File: src/rtl/ad_adc_channel_core.sv
// ad_adc_channel_core
//   Per-channel ADC datapath in adc_clk. It formats SAMPLES_PER_CLK samples per
//   beat, runs a self-synchronising PN9/PN23 monitor with a lock FSM, and keeps
//   over-range and PN error statistics.
//   Optional feature: define AD_ADC_CHANNEL_PEAK_EN to add adc_peak, the peak
//   |sample| tracker.
// Ports
//   adc_clk, adc_rstn         clock, async active-low reset
//   adc_valid/adc_data/adc_or input beat, lane n at [n*DW +: DW], over-range flag
//   cfg_dfmt_*                format enable / offset-binary / sign-extend
//   cfg_pnseq_sel             0 PN9, 1 PN23, 2/3 monitor off
//   cfg_stat_clr              clears counters, sticky flag, peak and the PN seed
//   adc_dfmt_valid/data       formatted samples, 1-cycle latency
//   adc_pn_oos, adc_pn_err    lock status, per-beat error pulse while locked
//   adc_pn_err_cnt, adc_or_cnt, adc_or_sticky   saturating statistics
//   adc_peak                  (AD_ADC_CHANNEL_PEAK_EN only) peak |formatted sample|

module ad_adc_channel_fmt #(
  parameter int DW = 14,
  parameter int OW = 16
) (
  input  logic [DW-1:0] raw,
  input  logic          enable,
  input  logic          off_bin,
  input  logic          se,
  output logic [OW-1:0] fmt
);
  logic m;
  always_comb begin
    m = raw[DW-1] ^ off_bin;
    fmt = '0;
    if (!enable) begin
      fmt[DW-1:0] = raw;
    end else begin
      fmt[DW-1:0] = {m, raw[DW-2:0]};
      for (int i = DW; i < OW; i++) fmt[i] = se & m;
    end
  end
endmodule

module ad_adc_channel_core #(
  parameter int SAMPLES_PER_CLK = 2,
  parameter int DATA_WIDTH      = 14,
  parameter int OUT_WIDTH       = 16,
  parameter int LOCK_COUNT      = 16
) (
  input  logic                                 adc_clk,
  input  logic                                 adc_rstn,
  input  logic                                 adc_valid,
  input  logic [SAMPLES_PER_CLK*DATA_WIDTH-1:0] adc_data,
  input  logic                                 adc_or,
  input  logic                                 cfg_dfmt_enable,
  input  logic                                 cfg_dfmt_type,
  input  logic                                 cfg_dfmt_se,
  input  logic [1:0]                           cfg_pnseq_sel,
  input  logic                                 cfg_stat_clr,
  output logic                                 adc_dfmt_valid,
  output logic [SAMPLES_PER_CLK*OUT_WIDTH-1:0] adc_dfmt_data,
  output logic                                 adc_pn_oos,
  output logic                                 adc_pn_err,
  output logic [31:0]                          adc_pn_err_cnt,
  output logic                                 adc_or_sticky,
  output logic [15:0]                          adc_or_cnt
`ifdef AD_ADC_CHANNEL_PEAK_EN
  ,output logic [OUT_WIDTH-1:0]                adc_peak
`endif
);
  localparam int SPC = SAMPLES_PER_CLK;
  localparam int DW  = DATA_WIDTH;
  localparam int OW  = OUT_WIDTH;
  localparam int W   = SPC * DW;
  localparam logic [7:0] LC_LAST = 8'(LOCK_COUNT - 1);

  // ---------------- format ----------------
  logic [SPC-1:0][OW-1:0] fmt_c, dfmt_q;

  for (genvar n = 0; n < SPC; n++) begin : g_lane
    ad_adc_channel_fmt #(.DW(DW), .OW(OW)) u_fmt (
      .raw     (adc_data[n*DW +: DW]),
      .enable  (cfg_dfmt_enable),
      .off_bin (cfg_dfmt_type),
      .se      (cfg_dfmt_se),
      .fmt     (fmt_c[n])
    );
  end

  always_ff @(posedge adc_clk or negedge adc_rstn) begin
    if (!adc_rstn) begin
      adc_dfmt_valid <= 1'b0;
      dfmt_q         <= '0;
    end else begin
      adc_dfmt_valid <= adc_valid;
      if (adc_valid) dfmt_q <= fmt_c;
    end
  end
  assign adc_dfmt_data = dfmt_q;

  // ---------------- PN monitor ----------------
  // Bit k of a stream vector is the k-th bit in time: lane 0 first, MSB first.
  typedef enum logic {ST_OOS, ST_SYNC} state_t;
  state_t       state_q, state_d;
  logic [7:0]   cnt_q, cnt_d;
  logic [W-1:0] prev_q, prev_d, cur_s, exp_s;
  logic [2*W-1:0] seq;
  logic         prev_vld_q, prev_vld_d, err_d, pn_match;
  logic [1:0]   sel_q;

  always_comb begin
    cur_s = '0;
    for (int j = 0; j < W; j++) cur_s[j] = adc_data[(j/DW)*DW + DW-1 - (j%DW)];
    // Continue the sequence from the previous received beat; W >= 23 so it
    // always holds a full seed.
    seq = '0;
    seq[W-1:0] = prev_q;
    for (int k = W; k < 2*W; k++)
      seq[k] = cfg_pnseq_sel[0] ? (seq[k-23] ^ seq[k-18]) : (seq[k-9] ^ seq[k-5]);
    exp_s = seq[2*W-1:W];
    // all-zero is the LFSR lock-up state and never counts as a match
    pn_match = (cur_s == exp_s) && (|cur_s);
  end

  always_comb begin
    state_d    = state_q;
    cnt_d      = cnt_q;
    prev_d     = prev_q;
    prev_vld_d = prev_vld_q;
    err_d      = 1'b0;
    if (cfg_pnseq_sel[1] || (cfg_pnseq_sel != sel_q)) begin
      state_d    = ST_OOS;
      cnt_d      = '0;
      prev_vld_d = 1'b0;
    end else if (cfg_stat_clr) begin
      prev_vld_d = 1'b0;
    end else if (adc_valid) begin
      prev_d     = cur_s;
      prev_vld_d = 1'b1;
      if (prev_vld_q) begin
        if (state_q == ST_OOS) begin
          if (!pn_match)              cnt_d = '0;
          else if (cnt_q == LC_LAST) begin state_d = ST_SYNC; cnt_d = '0; end
          else                        cnt_d = cnt_q + 8'd1;
        end else begin
          if (pn_match) cnt_d = '0;
          else begin
            err_d = 1'b1;
            if (cnt_q == LC_LAST) begin state_d = ST_OOS; cnt_d = '0; end
            else                        cnt_d = cnt_q + 8'd1;
          end
        end
      end
    end
  end

  always_ff @(posedge adc_clk or negedge adc_rstn) begin
    if (!adc_rstn) begin
      state_q    <= ST_OOS;
      cnt_q      <= '0;
      prev_q     <= '0;
      prev_vld_q <= 1'b0;
      sel_q      <= '0;
      adc_pn_err <= 1'b0;
    end else begin
      state_q    <= state_d;
      cnt_q      <= cnt_d;
      prev_q     <= prev_d;
      prev_vld_q <= prev_vld_d;
      sel_q      <= cfg_pnseq_sel;
      adc_pn_err <= err_d;
    end
  end
  assign adc_pn_oos = (state_q == ST_OOS);

  // ---------------- statistics ----------------
  always_ff @(posedge adc_clk or negedge adc_rstn) begin
    if (!adc_rstn) begin
      adc_pn_err_cnt <= '0;
      adc_or_cnt     <= '0;
      adc_or_sticky  <= 1'b0;
    end else if (cfg_stat_clr) begin
      adc_pn_err_cnt <= '0;
      adc_or_cnt     <= '0;
      adc_or_sticky  <= 1'b0;
    end else begin
      if (err_d && (adc_pn_err_cnt != '1)) adc_pn_err_cnt <= adc_pn_err_cnt + 32'd1;
      if (adc_valid && adc_or) begin
        adc_or_sticky <= 1'b1;
        if (adc_or_cnt != '1) adc_or_cnt <= adc_or_cnt + 16'd1;
      end
    end
  end

`ifdef AD_ADC_CHANNEL_PEAK_EN
  localparam logic [OW-1:0] MOST_NEG = {1'b1, {(OW-1){1'b0}}};
  logic [OW-1:0] pk_c, mag;
  always_comb begin
    pk_c = '0;
    mag  = '0;
    for (int n = 0; n < SPC; n++) begin
      if (cfg_dfmt_se && dfmt_q[n][OW-1])
        mag = (dfmt_q[n] == MOST_NEG) ? ~MOST_NEG : -dfmt_q[n];
      else
        mag = dfmt_q[n];
      if (mag > pk_c) pk_c = mag;
    end
  end

  always_ff @(posedge adc_clk or negedge adc_rstn) begin
    if (!adc_rstn)                             adc_peak <= '0;
    else if (cfg_stat_clr)                     adc_peak <= '0;
    else if (adc_dfmt_valid && pk_c > adc_peak) adc_peak <= pk_c;
  end
`else
  // peak tracking not built
`endif
endmodule
File: config.mk
export PLATFORM = sky130hd
export DESIGN_NAME = ad_adc_channel_core
export DESIGN_NICKNAME = d
export VERILOG_FILES = /design/src/rtl/ad_adc_channel_core.sv
export SDC_FILE = /design/constraint.sdc
export NUM_CORES = 1
export LEC_CHECK = 0
export BUFFER_PORTS_ARGS = -buffer_cell sky130_fd_sc_hd__buf_2
export CORE_ASPECT_RATIO = 0.8
export CORE_MARGIN = 1.5
export CORE_UTILIZATION = 57
export CTS_CLUSTER_SIZE = 10
export DETAILED_ROUTE_END_ITERATION = 10
export HOLD_SLACK_MARGIN = 0.15
export PLACE_DENSITY = 0.92
export SLEW_MARGIN = 40
export SYNTH_ARGS = -nofsm -noshare
export SYNTH_HDL_FRONTEND = slang
export SYNTH_SLANG_ARGS = --single-unit
export TNS_END_PERCENT = 10
File: constraint.sdc
create_clock -name adc_clk -period 3.6 [get_ports adc_clk]
set_clock_uncertainty 0.1 [all_clocks]
set_input_delay 0.72 -clock adc_clk [delete_from_list [all_inputs] [get_ports adc_clk]]
set_output_delay 0.72 -clock adc_clk [all_outputs]
set_load 0.005 [all_outputs]
==> results.md <==
- Status: complete, no violations
- Met1 wire length: 8.10 mm
- Setup TNS: 0 ps
- Clk sinks: 116
- Worst-margin pin slew: 655 ps
- Final Cycle Share: 97.2%
- Area Overhead vs Synth: 20.5%
- Largest net degree at the start of global routing: 68
- CTS tree: yes
- Avg Inst Size Synth: 10.4 um^2
- Core ar.: 0.0122 mm^2
- Via density: between 6 and 7
- Via count: 6001
- RSZ-0062 raised after global routing: no
- Routability cong.: 0.979
- Pre-CTS setup slack: 27.6 ps
- Gr usage total: between 30 and 40%
- I/O Buffers: 121
- Clk Latency, worst-skew pair: around 410 ps
- CTS-repair resized insts: 0
- Dpl hpwl: 13.3 mm
- NumNets Final: 849
- Initial antenna violation count: 0
- Worst r2r src: prev_q[19]
- Mapped Cells: 680
- CTS clk-pin slew, worst paths: 60 ps
- Max-cap violations: 0
- WP data required: 3790 ps
- Layout cell share with drive strength beyond 1: 32.4%
- Placement Cell Area: 0.00793 mm^2
- CTS hold repair buffers: 0
- Seq cells post-synth: 116
- Ys async rst share: 100%
- Num CTS Buffers: 17
- Rel. slew slack: 56.0%
- First-pass GRT wire length: ~30 mm
- Routed wl met3: around 1.8 mm
- Setup violations, final: 0
- Peak supply drop: 0.000522 V
- DRC: 0
- Syn Nets: about 720
- DIE WIDTH: roughly 130 um
- Ant. Diodes: 0
- ANT nets after route: 0
- Die Y: roughly 100 um
- GRT overflow: 0
- Row Count: 36
- Avg WL per Cell: 19.8 um
- I/O Pins: roughly 120
- WP data arrival: between 3000 and 4000 ps
- Synth cell types: 62
- R2R depth: 11
- Ranking of synthesized cells by area: dfrtp_1, mux2_2, xnor2_1
- Crit Path Max Fanout: 8
- Post-synthesis sequential area ratio: 40.9%
- Routed wl met2: 8.73 mm
- DR pass1 iterations: 6
- Detailed Route WL: 19.2 mm
- Initial Util: between 50% and 60%
- Fin. Hold Viols: 0
- CP Launch Type: flip-flop
- Max Root-Sink Buffers: 2
- Worst setup margin: around 100 ps
- Max-slew violations: 0
- Crit end category: flip-flop
- Max layer used: met4
- H-tree Lvls: 4
- Fill cells: 855
- Yosys warnings: 0
- Post-CTS Setup Repair Bufs: 0
- Reg2reg end: adc_pn_err_cnt[5]
- Synth top area share: approximately 41%
- P per Cell Area: 580 mW/mm^2
- Design Area, Final: 0.00855 mm^2
- Fmax: 0.286 GHz
- Mapped Area: 0.00710 mm^2
- Minimum clock period: roughly 3500 ps
- Synth area leader: dfrtp_1
- Drt initial violations: 676
- Lkg Pwr: 0.00402 uW
- Hold Crit Class: in -> async
- Die area: 0.0131 mm^2
- CP Class: reg -> reg
- Vias in the first global route: 5704
- Root Driver: clkbuf_16
- Reg-to-reg slack, setup: 100 ps
- Post-synth EDFFs: 0
- Top FF cell, synth: dfrtp_1
-- layer usage --
layer,vias up,global-route usage (%)
met3,69,7.52
met4,0,13.1
met2,356,45.9
li1,2689,-
met5,-,0
met1,2887,41.6
-- registers in the layout (all words and copies together), names as in the netlist --
signal	flops
state_q	1
adc_pn_err	1
prev_vld_q	1
prev_q	23
adc_pn_err_cnt	32
adc_or_sticky	1
sel_q	2
adc_dfmt_data	30
adc_dfmt_valid	1
adc_or_cnt	16
cnt_q	8
-- how the worst max path moves through the flow --
stage                          to  depth (start not counted)             start  slack, ps
3_5_place_dp   adc_pn_err_cnt[13]                         11       adc_data[4]         30
3_3_place_gp   adc_pn_err_cnt[13]                         11       adc_data[4]         90
2_1_floorplan   adc_pn_err_cnt[9]                         10  cfg_pnseq_sel[0]        210
4_1_cts         adc_pn_err_cnt[5]                         11        prev_q[19]        100
5_1_grt         adc_pn_err_cnt[5]                         11        prev_q[19]          7
6_report        adc_pn_err_cnt[5]                         11        prev_q[19]        100
-- logic make-up (layout without fill, tap and decap cells) --
kind of cell	Yosys count	count (layout)	synth area share (%)
and+or+nand+nor	250	250	18.5
adders and majority gates	3	3	0.529
buffers and inverters	53	194	3.76
xor gates and xnor gates	103	103	16.4
muxes	77	77	12.1
DFF	116	116	40.9
AOI/OAI and AO/OA	78	78	7.74
-- worst max-delay path, stage by stage, from the launching register on --
cell,delay [ps]
dfrtp_1,500
buf_4,230
xnor2_2,260
xnor2_1,110
o32ai_1,330
nand4_1,140
or4_1,440
or4_4,560
nand2b_4,140
buf_4,180
nor4_1,70
mux2_2,300
-- layout by cell type, fill, tap and decap left out, drive strengths merged, types with 3 or more instances in the layout --
cell type,instances
nor4b,3
o31ai,11
xnor2,53
a211o,3
dfrtp,116
nor2,62
mux2,70
inv,12
o21ai,10
nor3b,3
nand4,17
o211ai,4
o22ai,3
a21oi,17
bufinv,3
nand3,14
and4,3
nor4,21
a22o,3
or4,10
and2,7
xnor3,16
nand2,46
nor3,15
clkbuf,18
and3,15
a21o,4
o21a,4
clkinv,8
ha,3
xor2,34
nor2b,23
buf,152
mux2i,7
nand2b,5
-- final cells by class --
class                   instances  area (um^2)  area share (%)
clock buffers                  18          439            5.13
clock inverters                14          178            2.08
inverters                      10         37.5           0.439
multi-input cells             511         3940            46.0
flip-flops and latches        116         2910            34.0
well taps                     152          190            2.22
repair buffers                152          866            10.1
-- per-stage QoR --
stage,power (uW),std cells,hold slack (ps),util (%)
CTS,4920,973,254,70.2
global placement,3090,941,363,65.2
floorplan,2770,680,324,-
finish,4960,973,244,70.3
detailed placement,3150,941,369,65.2
global route,5140,973,285,70.3
-- power breakdown --
group,leakage (uW),internal [uW],switching (uW)
Clock,0.000301,1110,651
Sequential,0.00150,1410,165
Combinational,0.00221,860,756
-- cells in the mapped netlist, drive strengths merged (4+ instances only) --
master  instances
a21o            4
a21oi          17
and2            7
and3           15
buf            20
clkbuf         23
dfrtp         116
inv            10
mux2           70
mux2i           7
nand2          46
nand2b          5
nand3          14
nand4          17
nor2           62
nor2b          23
nor3           15
nor4           21
o211ai          4
o21a            4
o21ai          10
o31ai          11
or4            10
xnor2          53
xnor3          16
xor2           34
No activity file was read; power rests on OpenSTA's default activity.
